`config.mk`:
```
export PLATFORM = sky130hd
export DESIGN_NAME = tt_sweep_ctrl_flat
export DESIGN_NICKNAME = d
export VERILOG_FILES = /design/src/rtl/tt_sweep_pkg.sv /design/src/rtl/tt_sweep_ctrl_if.sv /design/src/rtl/tt_settle_timer.sv /design/src/rtl/tt_sweep_ctrl.sv /design/src/flat_wrapper.sv
export SDC_FILE = /design/constraint.sdc
export NUM_CORES = 1
export LEC_CHECK = 0
export ABC_AREA = 1
export CAP_MARGIN = 20
export CORE_MARGIN = 2
export CORE_UTILIZATION = 45
export DETAILED_ROUTE_END_ITERATION = 8
export GPL_ROUTABILITY_DRIVEN = 1
export PLACE_DENSITY_LB_ADDON = 0.12
export SYNTH_ARGS = -nofsm -noshare
export SYNTH_HDL_FRONTEND = slang
export SYNTH_SLANG_ARGS = --single-unit
```
`constraint.sdc`:
```
create_clock -name clk -period 1.9 [get_ports clk]
set_input_delay 0.38 -clock clk [delete_from_list [all_inputs] [get_ports clk]]
set_output_delay 0.38 -clock clk [all_outputs]
set_load 0.02 [all_outputs]
```
`src/rtl/tt_sweep_pkg.sv`:
```
// Shared types and sizing for the truth-table sweep controller.
// Optional expected-table compare is enabled with the EXPECT_CHECK_EN macro.
package tt_sweep_pkg;

  localparam int N_INPUTS    = 4;
  localparam int TT_WIDTH    = 16;
  localparam int ONES_WIDTH  = 5;
  localparam int TIMER_WIDTH = 4;

  typedef enum logic [1:0] {
    IDLE   = 2'd0,
    DRIVE  = 2'd1,
    SAMPLE = 2'd2,
    DONE   = 2'd3
  } state_t;

  typedef logic [N_INPUTS-1:0] index_t;

  localparam index_t LAST_INDEX = index_t'(TT_WIDTH - 1);

  // The dwell timer expires when it reaches zero, so it is loaded one short.
  function automatic logic [TIMER_WIDTH-1:0] settle_load(input int settle_cycles);
    return TIMER_WIDTH'(settle_cycles - 1);
  endfunction

endpackage

```
`src/rtl/tt_sweep_ctrl_if.sv`:
```
// Request/status and swept-logic signals of the sweep controller.
// EXPECT_CHECK_EN adds the reference table and the sticky mismatch flag.
interface tt_sweep_ctrl_if;
  import tt_sweep_pkg::*;

  logic                  start;
  logic                  busy;
  logic                  done;
  logic                  a;
  logic                  b;
  logic                  c;
  logic                  d;
  logic                  f;
  logic [TT_WIDTH-1:0]   tt;
  logic [ONES_WIDTH-1:0] ones;

`ifdef EXPECT_CHECK_EN
  logic [TT_WIDTH-1:0]   expected;
  logic                  mismatch;

  modport master (
    output start, f, expected,
    input  a, b, c, d, busy, done, tt, ones, mismatch
  );

  modport slave (
    input  start, f, expected,
    output a, b, c, d, busy, done, tt, ones, mismatch
  );
`else
  modport master (
    output start, f,
    input  a, b, c, d, busy, done, tt, ones
  );

  modport slave (
    input  start, f,
    output a, b, c, d, busy, done, tt, ones
  );
`endif

endinterface

```
`src/rtl/tt_settle_timer.sv`:
```
// Down-counting dwell timer: load a count, decrement to zero, flag expiry.
module tt_settle_timer
  import tt_sweep_pkg::*;
(
  input  logic                   clk,
  input  logic                   rst,
  input  logic                   load,
  input  logic [TIMER_WIDTH-1:0] load_val,
  output logic                   expired
);

  logic [TIMER_WIDTH-1:0] count_reg;
  logic [TIMER_WIDTH-1:0] count_next;

  always_comb begin
    count_next = count_reg;
    if (load) begin
      count_next = load_val;
    end else if (count_reg != '0) begin
      count_next = count_reg - TIMER_WIDTH'(1);
    end
  end

  always_ff @(posedge clk or posedge rst) begin
    if (rst) begin
      count_reg <= '0;
    end else begin
      count_reg <= count_next;
    end
  end

  assign expired = (count_reg == '0);

endmodule

```
`src/rtl/tt_sweep_ctrl.sv`:
```
// Walks all 16 input vectors of a 4-input function and captures its truth table.
// Define EXPECT_CHECK_EN to compare each sample against a reference table.
module tt_sweep_ctrl
  import tt_sweep_pkg::*;
#(
  parameter int SETTLE_CYCLES = 2
) (
  input  logic            clk,
  input  logic            rst,
  tt_sweep_ctrl_if.slave  sweep
);

  state_t                state_reg;
  state_t                state_next;
  index_t                index_reg;
  index_t                index_next;
  index_t                vec_reg;
  index_t                vec_next;
  logic [TT_WIDTH-1:0]   tt_reg;
  logic [TT_WIDTH-1:0]   tt_next;
  logic [ONES_WIDTH-1:0] ones_reg;
  logic [ONES_WIDTH-1:0] ones_next;
  logic                  busy_reg;
  logic                  busy_next;
  logic                  done_reg;
  logic                  done_next;
  logic                  timer_load;
  logic                  timer_expired;
  logic                  clear_tt;
  logic                  capture;

  tt_settle_timer u_settle_timer (
    .clk      (clk),
    .rst      (rst),
    .load     (timer_load),
    .load_val (settle_load(SETTLE_CYCLES)),
    .expired  (timer_expired)
  );

  always_ff @(posedge clk or posedge rst) begin
    if (rst) begin
      state_reg <= IDLE;
    end else begin
      state_reg <= state_next;
    end
  end

  // done and busy are registered, so they change one cycle after DONE is entered.
  always_comb begin
    state_next = state_reg;
    index_next = index_reg;
    vec_next   = vec_reg;
    ones_next  = ones_reg;
    busy_next  = busy_reg;
    done_next  = 1'b0;
    timer_load = 1'b0;
    clear_tt   = 1'b0;
    capture    = 1'b0;
    case (state_reg)
      IDLE: begin
        vec_next = '0;
        if (sweep.start) begin
          state_next = DRIVE;
          index_next = '0;
          ones_next  = '0;
          busy_next  = 1'b1;
          timer_load = 1'b1;
          clear_tt   = 1'b1;
        end
      end
      DRIVE: begin
        if (timer_expired) begin
          state_next = SAMPLE;
        end
      end
      SAMPLE: begin
        capture   = 1'b1;
        ones_next = ones_reg + ONES_WIDTH'(sweep.f);
        if (index_reg == LAST_INDEX) begin
          state_next = DONE;
          vec_next   = '0;
        end else begin
          state_next = DRIVE;
          index_next = index_reg + index_t'(1);
          vec_next   = index_reg + index_t'(1);
          timer_load = 1'b1;
        end
      end
      DONE: begin
        state_next = IDLE;
        vec_next   = '0;
        done_next  = 1'b1;
        busy_next  = 1'b0;
      end
      default: begin
        state_next = IDLE;
      end
    endcase
  end

  genvar gi;
  generate
    for (gi = 0; gi < TT_WIDTH; gi++) begin : g_tt_bit
      always_comb begin
        tt_next[gi] = tt_reg[gi];
        if (clear_tt) begin
          tt_next[gi] = 1'b0;
        end else if (capture && (index_reg == index_t'(gi))) begin
          tt_next[gi] = sweep.f;
        end
      end
    end
  endgenerate

  always_ff @(posedge clk or posedge rst) begin
    if (rst) begin
      index_reg <= '0;
      vec_reg   <= '0;
      tt_reg    <= '0;
      ones_reg  <= '0;
      busy_reg  <= 1'b0;
      done_reg  <= 1'b0;
    end else begin
      index_reg <= index_next;
      vec_reg   <= vec_next;
      tt_reg    <= tt_next;
      ones_reg  <= ones_next;
      busy_reg  <= busy_next;
      done_reg  <= done_next;
    end
  end

`ifdef EXPECT_CHECK_EN
  logic mismatch_reg;
  logic mismatch_next;

  always_comb begin
    mismatch_next = mismatch_reg;
    if ((state_reg == IDLE) && sweep.start) begin
      mismatch_next = 1'b0;
    end else if (capture && (sweep.f != sweep.expected[index_reg])) begin
      mismatch_next = 1'b1;
    end
  end

  always_ff @(posedge clk or posedge rst) begin
    if (rst) begin
      mismatch_reg <= 1'b0;
    end else begin
      mismatch_reg <= mismatch_next;
    end
  end

  assign sweep.mismatch = mismatch_reg;
`endif

  assign sweep.a    = vec_reg[3];
  assign sweep.b    = vec_reg[2];
  assign sweep.c    = vec_reg[1];
  assign sweep.d    = vec_reg[0];
  assign sweep.busy = busy_reg;
  assign sweep.done = done_reg;
  assign sweep.tt   = tt_reg;
  assign sweep.ones = ones_reg;

endmodule

```
`src/flat_wrapper.sv`:
```
// flat-port wrapper written by rule: the top's interface ports become plain ports
module tt_sweep_ctrl_flat import tt_sweep_pkg::*;
#(
  parameter int SETTLE_CYCLES = 2
)
  (clk, rst, sweep_start, sweep_f, sweep_a, sweep_b, sweep_c, sweep_d, sweep_busy, sweep_done, sweep_tt, sweep_ones);
  tt_sweep_ctrl_if sweep_i ();
  input  logic clk;
  input  logic rst;
  input wire logic [$bits(sweep_i.start)-1:0] sweep_start;
  input wire logic [$bits(sweep_i.f)-1:0] sweep_f;
  output wire logic [$bits(sweep_i.a)-1:0] sweep_a;
  output wire logic [$bits(sweep_i.b)-1:0] sweep_b;
  output wire logic [$bits(sweep_i.c)-1:0] sweep_c;
  output wire logic [$bits(sweep_i.d)-1:0] sweep_d;
  output wire logic [$bits(sweep_i.busy)-1:0] sweep_busy;
  output wire logic [$bits(sweep_i.done)-1:0] sweep_done;
  output wire logic [$bits(sweep_i.tt)-1:0] sweep_tt;
  output wire logic [$bits(sweep_i.ones)-1:0] sweep_ones;
  assign sweep_i.start = sweep_start;
  assign sweep_i.f = sweep_f;
  assign sweep_a = sweep_i.a;
  assign sweep_b = sweep_i.b;
  assign sweep_c = sweep_i.c;
  assign sweep_d = sweep_i.d;
  assign sweep_busy = sweep_i.busy;
  assign sweep_done = sweep_i.done;
  assign sweep_tt = sweep_i.tt;
  assign sweep_ones = sweep_i.ones;
  tt_sweep_ctrl #(.SETTLE_CYCLES(SETTLE_CYCLES)) u_core (.clk(clk), .rst(rst), .sweep(sweep_i));
endmodule
```
# After elaboration in Yosys (flattened, before gate mapping)

Cells that the tools add are included.

Input bits: 4
Register bits: 37

Reduce and logical (&&, ||, !) cells: 45
$add $sub $neg: 3
Equality and inequality tests: 21
Muxes and demuxes: 53

Operator list:

| kind                                                                  | number |
|---|---|
| 2-bit nonzero test                                                    | 20 |
| 1-bit 2-to-1 mux                                                      | 38 |
| 4-bit equality test, second input constant                            | 8 |
| 4-bit 2-to-1 mux                                                      | 5 |
| 4-bit by 3-bit equality test with 1-bit output, second input constant | 4 |
| 1-bit logical AND                                                     | 16 |
| 4-bit one-hot mux with 2 select lines                                 | 2 |
| 5-bit one-hot mux with 2 select lines                                 | 1 |
| 4-bit by 2-bit equality test with 1-bit output, second input constant | 2 |
| 4-bit logical NOT                                                     | 2 |
| 2-bit one-hot mux with 4 select lines                                 | 1 |
| 2-bit 2-to-1 mux                                                      | 3 |
| 2-bit AND reduction                                                   | 3 |
| 5-bit by 1-bit adder with 5-bit output                                | 1 |
| 5-bit 2-to-1 mux                                                      | 1 |
| 4-bit by 1-bit adder with 4-bit output, second input constant         | 1 |
| 2-bit equality test, second input constant                            | 2 |
| 4-bit by 1-bit equality test with 1-bit output, second input constant | 1 |
| 2-bit inequality test, second input constant                          | 2 |
| 1-bit one-hot mux with 2 select lines                                 | 2 |
| 4-bit nonzero test                                                    | 1 |
| 4-bit by 1-bit subtractor with 4-bit output, second input constant    | 1 |
| 3-bit AND reduction                                                   | 1 |
| 2-bit by 1-bit equality test with 1-bit output, second input constant | 1 |
| other kinds (3)                                                       | 3 |

# Logic depth before layout (Yosys ltp)

Gate-level depths: netlist of the first run.

Depth after elaboration: 5
Mapped depth: 9
Mapped depth without buffers: 8

# By module

A second synthesis of the first run with hierarchy kept.

Cells, all modules: 271
Area total of the unflattened synthesis: 2050.7 um^2

Modules (own cells, without submodules):

| module          | area an instance (um^2) | times used | cells each |
|---|---|---|---|
| tt_sweep_ctrl   | 1791.7                  | 1          | 233 |
| tt_settle_timer | 259.0                   | 1          | 38 |

# Worst setup path before layout of the first run

Ideal clock, no wire load.

Path kind: register -> register
Start point: reg u_core.state_reg[0]
End point: reg u_core.index_reg[0]
Data arrival time: 1.202 ns
Library setup time: 0.125 ns
Setup slack: 0.573 ns
Required time: 1.775 ns
Cell stages (with the launch flop): 8
Path through: dfrtp_1 -> inv_1 -> ha_1 -> buf_4 -> nand2_1 -> nor2_2 -> nor2_1 -> o21ai_1

Cells in the longest elaborated chain, start to end: 3
Elaborated cells on any way between the ends: 7
Classes of those cells: 3 x eq/ne; 1 x mux; 3 x reduce/logical

Ends and longest elaborated chain:

| item                                                                         | line                 | source |
|---|---|---|
| start: declaration                                                           | tt_sweep_ctrl.sv:13  | `state_t state_reg;` |
| start signal: assignment                                                     | tt_sweep_ctrl.sv:44  | `state_reg <= state_next;` |
| 2-bit equality test or 2-bit logical NOT (tied branches)                     | tt_sweep_ctrl.sv:59  | `case (state_reg)` |
| 2-bit inequality test (no source line) or 2-bit nonzero test (tied branches) | n/a                  |  |
| 3-bit AND reduction (no source line)                                         | n/a                  |  |
| end signal: assignment                                                       | tt_sweep_ctrl.sv:124 | `index_reg <= index_next;` |
| end: declaration                                                             | tt_sweep_ctrl.sv:15  | `index_t index_reg;` |

Several ways; a longest one is shown, not always the timed one.
A chain may end at the register's enable or synchronous reset.

# Worst setup path after layout of the first run

Start point: reg u_core.ones_reg[2], in the netlist u_core.sweep.ones[2]
End point: out sweep_ones[2]

RTL lines:

| item                     | line                 | source |
|---|---|---|
| start: declaration       | tt_sweep_ctrl.sv:21  | `logic [ONES_WIDTH-1:0] ones_reg;` |
| start signal: assignment | tt_sweep_ctrl.sv:127 | `ones_reg <= ones_next;` |
| end: declaration         | flat_wrapper.sv:19   | `output wire logic [$bits(sweep_i.ones)-1:0] sweep_ones;` |

No word-level cell between the ends.

==> impl_metrics.csv, run 1 <==
group,metric,value,unit
status,status,"finished clean",
critical_path,worstPathMaxFanout,6,
logic_synthesis,yosys.area.top_type,"dfrtp_1",
global_route,antenna_found_initial,0,
logic_synthesis,synthTopCellsByArea,"dfrtp_1 47%, nand2_1 20%, inv_1 8.0%, ha_1 7.0%, o21ai_1 3.6%",
pwr,ir_drop,0.000583,V
cts,cts_tree,"built",
logic_synthesis,synth.net_count,272,
floorplanning,initial_core_util,0.460,
cts,clock_sinks,37,
finish,largest_reg_flops,16,
sta,relSlewSlack,0.680,
sta,final-hold-violation-count,0,
placement,port-buffer-count,30,
critical_path,ff2ff_path_depth,7,
critical_path,cp.required,1.52,ns
cts,clkTransAtPathRegs,0.07,ns
sta,fmaxAchievable,569,MHz
detailed_routing,vias,1642,
finish,fin_util,0.571,
logic_synthesis,yosys_warnings,0,
worst_hold_path,holdPathStages,2,
floorplanning,rows,24,
logic_synthesis,synth_cells,257,
critical_path,critical_path_depth,1,
detailed_routing,wl_per_cell,11.5,microns
floorplanning,die-area,4900,sq um
critical_path,cp_slowest_cell,"clkdlybuf4s50_1",
sta,skew,0.00337,ns
cts,htreeDepth,2,
detailed_routing,viasPerCell,4.76,
placement,dp_hpwl,2880,microns
critical_path,cp.arrival,1.38,ns
floorplanning,die_h,70.0,microns
cts,post_cts_resized,0,
pwr,clkPwrFrac,0.251,
pwr,p_switching,1.07,mW
logic_synthesis,syn_avg_cell_area,7.63,sq um
logic_synthesis,ys_seq_elements,37,
critical_path,crit_buf_inv,1,
global_route,grt_pass1_vias,1621,
pwr,p_per_area,1160,nW/um^2
placement,dp_cells,337,
logic_synthesis,yosys.area.top_type_share,0.472,
pwr,swShare,0.378,
sta,min_period,1.76,ns
global_route,grt_pass1_wl,7170,microns
cts,root_buffer,"clkbuf_8",
sta,rsz0062_at_grt,"false",
cts,clk_latency,0.29,ns
pwr,combPwrFrac,0.383,
sta,setup_viol,0,
sta,drv_slew,0,
logic_synthesis,synth_area,1960,sq um
sta,fin_setup_tns,0,ns
detailed_routing,ant_nets,0,
run,maxCapViolCount,0,
pwr,seqPwrFrac,0.366,
detailed_routing,routed_wl,3980,microns
finish,layout.cells.non_filler,345,
finish,nets,307,
sta,worst_pin_slew,0.479,ns
global_route,grt_use_total,0.183,
sta,timing.final.crit_share,0.925,
floorplanning,die_w,70.0,microns
sta,finalHoldWorstSlack,0.481,ns
detailed_routing,route.detailed.drc,0,
critical_path,start_kind,"register",
placement,place.gp.congestion,0.793,
cts,cts_inserted_buffers,5,
finish,drive_above_1_share,0.0683,
finish,synthToLayoutAreaGrowth,24.1,%
cts,hold_buffers,0,
cts,postCtsSetupBuffers,0,
critical_path,r2r_slack,0.30,ns
worst_hold_path,holdCritPathClass,"reg2reg",
finish,final_cell_mix,"103 x nand2_1, 42 x inv_1, 37 x dfrtp_1",
critical_path,crit_chain,"clkdlybuf4s50_1",
floorplanning,ioPinCount,31,
pwr,intPower,1.75,mW
critical_path,crit_type,"reg2out",
critical_path,critPathMaxStageDelay,0.64,ns
cts,clk_path_buf_depth,2,
logic_synthesis,yosysSeqAreaShare,0.472,
global_route,grt-ovfl-total,0,
logic_synthesis,synth_cell_type_count,18,
finish,final_common_cell,"nand2_1",
floorplanning,fp.coreArea,4260,sq um
detailed_routing,drt_pass1_iterations,4,
critical_path,crit_family,"buffers and inverters",
pwr,p_leak,1.42,nW
global_route,grt_max_degree,38,
critical_path,endpoint_kind,"primary output",
detailed_routing,drt_iter0_drc,86,
finish,diodes,0,
==> through the flow <==
step | cell area [sq um] | setup WS (ns) | power [mW]
2_1_floorplan | 1960 | 0.573 | 1.80
3_5_place_dp | 2310 | 0.215 | 2.13
4_1_cts | 2430 | 0.130 | 2.85
3_3_place_gp | 2310 | 0.257 | 2.13
5_1_grt | 2430 | 0.0839 | 3.05
6_report | 2430 | 0.142 | 2.82
==> worst min-delay path, stage by stage, from the launching register on <==
cell and delay (ns):
dfrtp_1 0.35, nand2_1 0.05, nand2_1 0.06
==> logic make-up (layout without fill, tap and decap cells) <==
| group | count (synthesis) | after routing | synth area share |
|---|---|---|---|
| buffers and inverters | 48 | 84 | 0.100 |
| AOI/OAI and AO/OA | 26 | 26 | 0.0664 |
| adders and majority gates | 11 | 11 | 0.0702 |
| and+or+nand+nor | 132 | 132 | 0.278 |
| xor gates and xnor gates | 3 | 3 | 0.0134 |
| DFF | 37 | 37 | 0.472 |
==> power by group through the flow <==
| stage | combinational, mW | clock (mW) | sequential [mW] |
|---|---|---|---|
| 2_1_floorplan | 0.682 | 0 | 1.12 |
| 3_3_place_gp | 1.07 | 0 | 1.05 |
| 3_5_place_dp | 1.08 | 0 | 1.05 |
| 4_1_cts | 1.09 | 0.727 | 1.04 |
| 5_1_grt | 1.23 | 0.761 | 1.05 |
| 6_report | 1.08 | 0.709 | 1.03 |
==> synth_stat cells <==
library cell  count
nand2_1         103
o21ai_0           8
nand3_1          11
buf_2             1
o21ai_1          14
or2_2             1
inv_1            42
a21oi_1           4
xor2_1            3
nor2_2            4
nand2_2           2
nor2_4            1
nor2_1            6
nand4_1           4
inv_2             1
buf_4             4
dfrtp_1          37
ha_1             11
==> final cells by class <==
type | count | area, sq um
timing repair buffer | 33 | 323
clock inverter | 2 | 37.5
sequential | 37 | 926
tap | 52 | 65.1
clock buffer | 6 | 82.6
inverter | 43 | 161
fill | 421 | 1830
multi-input combinational | 172 | 838
==> per-layer routing <==
metal  global-route usage  vias up  part of all wire
li1                     -      853                 -
met4               0.0577        0             0.014
met3               0.0462        6             0.035
met2                0.301       22              0.47
met5                    0        -                 0
met1                0.240      761              0.49
==> path summary, 6_finish.rpt <==
kind                                           start                                 end
worst max-delay path            u_core.sweep.ones[2]                       sweep_ones[2]
worst min-delay path               u_core.vec_reg[3]                   u_core.vec_reg[3]
worst max register to register   u_core.state_reg[0]                 u_core.index_reg[3]
worst min register to register     u_core.vec_reg[3]                   u_core.vec_reg[3]
max in group asynchronous                        rst                  u_core.sweep.tt[4]
min in group asynchronous                        rst  u_core.u_settle_timer.count_reg[2]
(Power assumes the default switching activity.)
==> inputs of run 2 (changes only) <==
--- a/config.mk
+++ b/config.mk
@@ -9,3 +9,3 @@
 export CAP_MARGIN = 20
-export CORE_MARGIN = 2
+export CORE_MARGIN = 5
 export CORE_UTILIZATION = 45
==> constraint.sdc (replaced) <==
create_clock -name clk -period 2 [get_ports clk]
set_input_delay 0.3 -clock clk [delete_from_list [all_inputs] [get_ports clk]]
set_output_delay 0.3 -clock clk [all_outputs]
set_load 0.02 [all_outputs]
==> impl_metrics.csv, run 2 (same netlist as run 1, synthesis figures left out) <==
group,metric,value,unit
cts,postCtsSetupBuffers,0,
global_route,grt_pass1_wl,7400,microns
finish,synthToLayoutAreaGrowth,24.1,%
critical_path,crit_type,"reg2out",
critical_path,start_kind,"register",
cts,cts_tree,"built",
finish,nets,307,
finish,diodes,0,
placement,place.gp.congestion,0.838,
sta,rsz0062_at_grt,"false",
detailed_routing,route.detailed.drc,0,
sta,final-hold-violation-count,0,
sta,fin_setup_tns,0,ns
placement,port-buffer-count,30,
sta,drv_slew,0,
status,status,"finished clean",
pwr,p_leak,1.42,nW
cts,clk_path_buf_depth,2,
cts,root_buffer,"clkbuf_8",
global_route,grt-ovfl-total,0,
sta,setup_viol,0,
detailed_routing,vias,1624,
placement,dp_hpwl,3060,microns
critical_path,crit_family,"buffers and inverters",
cts,hold_buffers,0,
critical_path,cp_slowest_cell,"clkdlybuf4s50_1",
floorplanning,die_h,76.0,microns
sta,relSlewSlack,0.680,
critical_path,worstPathMaxFanout,6,
detailed_routing,drt_pass1_iterations,4,
critical_path,endpoint_kind,"primary output",
sta,worst_pin_slew,0.481,ns
finish,layout.cells.non_filler,345,
critical_path,crit_buf_inv,1,
cts,htreeDepth,2,
detailed_routing,wl_per_cell,12.1,microns
global_route,grt_pass1_vias,1585,
floorplanning,die_w,76.0,microns
detailed_routing,ant_nets,0,
sta,min_period,1.67,ns
cts,clock_sinks,37,
floorplanning,rows,24,
detailed_routing,drt_iter0_drc,114,
critical_path,cp.arrival,1.37,ns
detailed_routing,viasPerCell,4.71,
floorplanning,initial_core_util,0.457,
global_route,grt_use_total,0.153,
placement,dp_cells,337,
critical_path,crit_chain,"clkdlybuf4s50_1",
global_route,grt_max_degree,38,
placement,placed_area,2310,sq um
pwr,p_per_area,1100,nW/um^2
sta,timing.final.crit_share,0.834,
finish,final_common_cell,"nand2_1",
cts,clk_latency,0.28,ns
cts,clkTransAtPathRegs,0.08,ns
floorplanning,die-area,5780,sq um
finish,largest_reg_flops,16,
floorplanning,fp.coreArea,4290,sq um
finish,finalInstanceArea,2430,sq um
finish,drive_above_1_share,0.0683,
critical_path,critPathMaxStageDelay,0.64,ns
global_route,antenna_found_initial,0,
run,maxCapViolCount,0,
critical_path,cp.required,1.70,ns
floorplanning,ioPinCount,31,
finish,final_cell_mix,"103 x nand2_1, 42 x inv_1, 37 x dfrtp_1",
cts,post_cts_resized,0,
cts,cts_inserted_buffers,5,
pwr,ir_drop,0.000772,V
sta,skew,0.00537,ns
worst_hold_path,holdCritPathClass,"in2async",
sta,fmaxAchievable,599,MHz
detailed_routing,routed_wl,4180,microns
## run 2: cell counts in the layout (fill, tap and decap cells not counted)
No cell type changed its count.
## run 2: layer usage
layer  part of all wire  global-route usage
met1               0.52               0.221
met2               0.43               0.229
met4             0.0045              0.0320
met5                  0                   0
met3              0.037              0.0426
## run 2: layout make-up
type	instances	area (sq um)
Sequential cell	37	926
Multi-Input combinational cell	172	838
Clock buffer	6	82.6
Fill cell	418	1860
Timing Repair Buffer	33	323
Inverter	43	161
Tap cell	52	65.1
Clock inverter	2	37.5
## run 2: stage by stage
step / setup slack [ns] / utilization / power (mW) / hold WS (ns)
after floorplan: 0.673 / - / 1.71 / 0.455
after global placement: 0.336 / 0.539 / 2.03 / 0.463
after detailed placement: 0.341 / 0.539 / 2.03 / 0.464
after CTS: 0.311 / 0.567 / 2.72 / 0.439
after global routing: 0.148 / 0.567 / 2.92 / 0.511
final: 0.332 / 0.567 / 2.69 / 0.418
## run 2: worst register-to-register path, delay by kind of cell (launching register included)
family          cells  cell delay [ns]
simple gates        2             0.55
flops               1             0.43
buf+inv             3             0.26
fa+ha+maj           1             0.23
compound gates      1             0.14
## run 2: worst paths after layout
check                                           from              endpoint  slack (ns)  depth (start not counted)
worst max-delay path            u_core.sweep.ones[2]         sweep_ones[2]        0.33                          1
worst min-delay path                             rst   u_core.sweep.tt[10]        0.42                          3
worst max register to register   u_core.state_reg[1]    u_core.sweep.tt[5]        0.34                          7
worst min register to register     u_core.vec_reg[3]     u_core.vec_reg[3]        0.48                          2
max in group asynchronous                        rst  u_core.sweep.ones[0]        1.24                          3
min in group clk                   u_core.vec_reg[3]     u_core.vec_reg[3]        0.48                          2
## run 2: report_power, final
group	total, mW	leakage, nW	internal (mW)	switching (mW)
clock	0.679	0.0574	0.406	0.273
sequential	0.978	0.500	0.881	0.0975
combinational	1.03	0.858	0.380	0.651
